File: config.mk
export PLATFORM = sky130hd
export DESIGN_NAME = pipe_hazard_ctrl
export DESIGN_NICKNAME = d
export VERILOG_FILES = /design/src/rtl/pipe_hazard_ctrl.sv
export SDC_FILE = /design/constraint.sdc
export NUM_CORES = 1
export LEC_CHECK = 0
export ABC_AREA = 0
export CAP_MARGIN = 20
export CORE_ASPECT_RATIO = 1.1
export CORE_MARGIN = 4
export CORE_UTILIZATION = 29
export DETAILED_ROUTE_END_ITERATION = 6
export SYNTH_ARGS = -nofsm -noshare
export SYNTH_HDL_FRONTEND = slang
export SYNTH_SLANG_ARGS = --single-unit
File: constraint.sdc
create_clock -name clk -period 6.3 [get_ports clk]
set_clock_uncertainty 0.2 [all_clocks]
set_input_delay 1.26 -clock clk [delete_from_list [all_inputs] [get_ports clk]]
set_output_delay 1.26 -clock clk [all_outputs]
set_load 0.02 [all_outputs]
File: src/rtl/pipe_hazard_ctrl.sv
// Pipeline stall/flush controller: per-stage stall/bubble vectors, flush sequencing with redirect PC,
// and a stall watchdog. Define STALL_PERF_EN to build the stall/flush performance counters.
module pipe_hazard_ctrl #(
  parameter int unsigned NUM_STAGES    = 6,
  parameter int unsigned FLUSH_STAGE   = 4,
  parameter int unsigned FLUSH_CYCLES  = 1,
  parameter int unsigned STALL_TIMEOUT = 1024,
  parameter int unsigned PC_W          = 32
) (
  input  logic                  clk,
  input  logic                  rst,
  input  logic [NUM_STAGES-1:0] stall_req,
  input  logic                  flush_req,
  input  logic [PC_W-1:0]       flush_pc,
  output logic [NUM_STAGES-1:0] stall,
  output logic [NUM_STAGES-1:0] bubble,
  output logic [NUM_STAGES-1:0] flush,
  output logic                  new_pc_valid,
  output logic [PC_W-1:0]       new_pc,
  output logic                  flush_busy,
  output logic                  stall_timeout,
  output logic [31:0]           perf_stall_cyc,
  output logic [15:0]           perf_flush_cnt
);

  localparam int unsigned DwellW = (FLUSH_CYCLES > 1) ? $clog2(FLUSH_CYCLES) : 1;
  localparam int unsigned CntW   = (STALL_TIMEOUT > 0) ? $clog2(STALL_TIMEOUT + 1) : 1;
  localparam logic [DwellW-1:0] DwellLast = DwellW'(FLUSH_CYCLES - 1);
  localparam logic [CntW-1:0]   CntMax    = CntW'(STALL_TIMEOUT);

  if (NUM_STAGES < 2) begin : g_bad_stages
    $error("pipe_hazard_ctrl: NUM_STAGES must be >= 2");
  end
  if (FLUSH_STAGE >= NUM_STAGES) begin : g_bad_flush_stage
    $error("pipe_hazard_ctrl: FLUSH_STAGE must be < NUM_STAGES");
  end
  if (FLUSH_CYCLES < 1) begin : g_bad_flush_cycles
    $error("pipe_hazard_ctrl: FLUSH_CYCLES must be >= 1");
  end

  typedef enum logic [0:0] {StIdle, StFlush} state_e;

  state_e            state_q, state_d;
  logic [DwellW-1:0] dwell_q, dwell_d;
  logic [PC_W-1:0]   new_pc_q, new_pc_d;
  logic [CntW-1:0]   stall_cnt_q, stall_cnt_d;
  logic              timeout_q, timeout_d;

  logic [NUM_STAGES-1:0] stall_v, bubble_v, flush_v;
  logic                  acc;

  // Every stage at or below the highest requester holds; the first stage above it takes a NOP.
  always_comb begin
    acc      = 1'b0;
    stall_v  = '0;
    bubble_v = '0;
    flush_v  = '0;
    for (int j = NUM_STAGES - 1; j >= 0; j--) begin
      acc        = acc | stall_req[j];
      stall_v[j] = acc;
    end
    if (state_q != StIdle) stall_v = '0;
    for (int j = 1; j < NUM_STAGES; j++) begin
      bubble_v[j] = stall_v[j-1] & ~stall_v[j];
    end
    for (int unsigned j = 0; j < NUM_STAGES; j++) begin
      flush_v[j] = (state_q == StFlush) && (j <= FLUSH_STAGE);
    end
  end

  always_comb begin
    state_d  = state_q;
    dwell_d  = dwell_q;
    new_pc_d = new_pc_q;
    unique case (state_q)
      StIdle: begin
        if (flush_req) begin
          new_pc_d = flush_pc;
          dwell_d  = '0;
          state_d  = StFlush;
        end
      end
      StFlush: begin
        // A new flush_req here is dropped: the pipeline is already being cleared.
        if (dwell_q == DwellLast) begin
          dwell_d = '0;
          state_d = StIdle;
        end else begin
          dwell_d = dwell_q + 1'b1;
        end
      end
      default: state_d = StIdle;
    endcase
  end

  always_comb begin
    stall_cnt_d = stall_cnt_q;
    if ((STALL_TIMEOUT == 0) || (state_q == StFlush) || (stall_v == '0)) begin
      stall_cnt_d = '0;
    end else if (stall_cnt_q != CntMax) begin
      stall_cnt_d = stall_cnt_q + 1'b1;
    end
    timeout_d = timeout_q | ((STALL_TIMEOUT != 0) && (stall_cnt_d == CntMax));
  end

  always_ff @(posedge clk) begin
    if (rst) begin
      state_q     <= StIdle;
      dwell_q     <= '0;
      new_pc_q    <= '0;
      stall_cnt_q <= '0;
      timeout_q   <= 1'b0;
    end else begin
      state_q     <= state_d;
      dwell_q     <= dwell_d;
      new_pc_q    <= new_pc_d;
      stall_cnt_q <= stall_cnt_d;
      timeout_q   <= timeout_d;
    end
  end

  // Reset masks all outputs in the same cycle so a mid-flush reset can never emit a redirect.
  assign stall         = rst ? '0 : stall_v;
  assign bubble        = rst ? '0 : bubble_v;
  assign flush         = rst ? '0 : flush_v;
  assign new_pc_valid  = !rst && (state_q == StFlush) && (dwell_q == '0);
  assign new_pc        = rst ? '0 : new_pc_q;
  assign flush_busy    = !rst && (state_q == StFlush);
  assign stall_timeout = !rst && timeout_q;

`ifdef STALL_PERF_EN
  logic [31:0] perf_stall_q;
  logic [15:0] perf_flush_q;
  logic        flush_exit;

  assign flush_exit = (state_q == StFlush) && (state_d == StIdle);

  always_ff @(posedge clk) begin
    if (rst) begin
      perf_stall_q <= '0;
      perf_flush_q <= '0;
    end else begin
      if (stall_v != '0) perf_stall_q <= perf_stall_q + 32'd1;
      if (flush_exit)    perf_flush_q <= perf_flush_q + 16'd1;
    end
  end

  assign perf_stall_cyc = rst ? '0 : perf_stall_q;
  assign perf_flush_cnt = rst ? '0 : perf_flush_q;
`else
  assign perf_stall_cyc = '0;
  assign perf_flush_cnt = '0;
`endif

endmodule

==> results_dict.tcl <==
set metrics [dict create \
    layout-drive-gt1-share 0.0576 \
    p_leak_uw 0.00135 \
    nets 389 \
    syn-instance-count 266 \
    cts_tree "built" \
    tns_ps 0 \
    syn_avg_cell_area_sq_um 9.02 \
    min_period_ps 4900 \
    synth_top_area_frac 0.376 \
    cts_max_level 2 \
    whs_path_depth 2 \
    cts_hold_buf 0 \
    pwr-share-comb 0.240 \
    synthToLayoutAreaGrowth_pct 37.5 \
    ys_ff_latch 45 \
    clkSinkCount 45 \
    syn_area_sq_mm 0.00240 \
    slew_viol_final 0 \
    grt_pass1_vias 1748 \
    grt_max_degree 40 \
    wl_per_cell_um 12.3 \
    yosys-top-cells-area "dfxtp_1 (38%), buf_4 (18%), o22a_1 (12%)" \
    relSlewSlack 0.658 \
    drv_cap 0 \
    cp_data_required_time_ps 4840 \
    num_vias 1933 \
    pwr-share-clk 0.315 \
    finalSetupViolCount 0 \
    grt.overflow.total 0 \
    gp_congestion 0.748 \
    grtUsageTotal 0.109 \
    dr.pass1.iters 4 \
    worstPathMaxFanout 11 \
    cp-start-kind "primary input" \
    worst-r2r-cell-count 6 \
    yosysWarnings 0 \
    root_buffer "clkbuf_8" \
    dp_hpwl_um 4110 \
    synth_largest_area_cell "dfxtp_1" \
    holdWs_ps 361 \
    portBuffers 91 \
    vdd_drop_max_mv 0.112 \
    die_h_um 103 \
    worstPathArrival_ps 3440 \
    rsz0062_at_grt "false" \
    numCtsBuffers 5 \
    worstMarginPinSlew_ps 508 \
    fmax_ghz 0.204 \
    clockBufferDepth 2 \
    initial_core_util 0.300 \
    drt-total-wl_um 5590 \
    antenna_cells 0 \
    viasPerCell 4.25 \
    antenna_found_initial 0 \
    clk_latency_ps 280 \
    status "finished clean" \
    grt_pass1_wl_um 8510 \
    clkTransAtPathRegs_ps 70 \
    power_density_mw_per_mm2 213 \
    hp-class "reg -> reg" \
    hold_viol 0 \
    synth_cell_type_count 36 \
    synth-seq-area-share 0.376 \
    critPathCaptureType "primary output" \
    dieArea_sq_mm 0.00979 \
    dieWidth_um 94.7 \
    p_sw_uw 189 \
    drt.antenna.violating_nets 0 \
    synth_edf_count 0 \
    num-fill-cells 811 \
    p_sw_frac 0.270 \
    core_sq_mm 0.00800 \
    postCtsSetupBuffers 0 \
    drt_iter0_markers 32 \
    power_uw 701 \
    power.internal_uw 512 \
    criticalPathCategory "in -> out" \
    ys.flop_type "dfxtp_1" \
    synthArstFlopShare 0 \
    post_cts_resized 0 \
    row_count 34 \
    drc 0 \
    ios 142 \
    fin_crit_sh 0.778 \
    seq_power_share 0.445 \
]
==> power groups by stage <==
stage / clock network (uW) / logic, uW / registers (uW)
2_1_floorplan: 0 / 126 / 315
3_3_place_gp: 0 / 168 / 318
3_5_place_dp: 0 / 168 / 319
4_1_cts: 233 / 170 / 312
5_1_grt: 243 / 182 / 314
6_report: 221 / 169 / 312
==> per-stage QoR <==
step	worst slack [ps]	instance area (sq um)	util	std cells
CTS	1400	3300	0.412	455
detailed placement	1410	3180	0.398	447
finish	1400	3300	0.412	455
global placement	1490	3180	0.398	447
global route	1300	3300	0.412	455
floorplan	2520	2580	-	315
==> area by class of cell <==
type / count / area, sq um / share of cell area
clock buffers: 7 / 86.3 / 0.0262
clock inverters: 1 / 30.0 / 0.00911
inverters: 4 / 15.0 / 0.00455
multi-input cells: 195 / 1190 / 0.361
flip-flops and latches: 45 / 901 / 0.273
well taps: 108 / 135 / 0.0410
repair buffers: 95 / 941 / 0.285
==> placed cells by master, fill, tap and decap left out, types with 2 or more instances in the layout <==
master / n
clkdlybuf4s50_1: 91
conb_1: 50
dfxtp_1: 45
nor2b_1: 34
o22a_1: 32
nor2_1: 21
nand2_1: 7
nand3_1: 6
xnor2_1: 6
clkbuf_8: 6
inv_1: 4
xor2_1: 4
buf_4: 4
o21ai_0: 3
nor3_1: 3
and3_1: 2
nor4_1: 2
nand2b_1: 2
and2_1: 2
nor3_4: 2
or3_1: 2
ha_1: 2
==> registers in the layout (all words and copies together), names as in the netlist <==
name         flops
new_pc_q        32
stall_cnt_q     11
state_q          1
timeout_q        1
==> worst max-delay path: stages <==
cell             delay (ps)
clkdlybuf4s50_1         480
nor4_1                  510
nand2b_1                140
o21ai_0                 230
buf_4                   220
inv_1                    60
clkdlybuf4s50_1         530
==> cells by family (layout without fill, tap and decap cells) <==
family,Yosys count,in the layout,share of synthesized area
DFF,45,45,0.376
and+or+nand+nor,89,89,0.212
AOI/OAI and AO/OA,43,43,0.153
adders and majority gates,2,2,0.0104
xor gates and xnor gates,10,10,0.0365
other,1,50,0.00156
buffers and inverters,75,107,0.207
muxes,1,1,0.00469
==> per-layer routing <==
layer,up-vias,share of wire,track usage
met4,0,0.0079,0.0311
li1,952,-,-
met1,883,0.43,0.136
met3,5,0.13,0.0564
met5,-,0,0
met2,93,0.43,0.166
==> cells in the mapped netlist (3+ instances only) <==
| cell | n |
|---|---|
| nor2_1 | 22 |
| buf_2 | 3 |
| buf_4 | 56 |
| xnor2_1 | 6 |
| o22a_1 | 32 |
| o21ai_0 | 3 |
| nor2b_1 | 34 |
| clkbuf_1 | 12 |
| nand3_1 | 6 |
| xor2_1 | 4 |
| nand2_1 | 7 |
| dfxtp_1 | 45 |
| inv_1 | 4 |
| nor3_1 | 3 |
==> path summary, 6_finish.rpt <==
kind                        start         endpoint  slack (ps)
setup / recovery     stall_req[5]         stall[0]        1400
hold / removal    stall_cnt_q[10]  stall_cnt_q[10]         360
setup reg to reg   stall_cnt_q[0]        timeout_q        4110
hold reg to reg   stall_cnt_q[10]  stall_cnt_q[10]         360
Note: power is estimated with default switching activity, not from simulation.
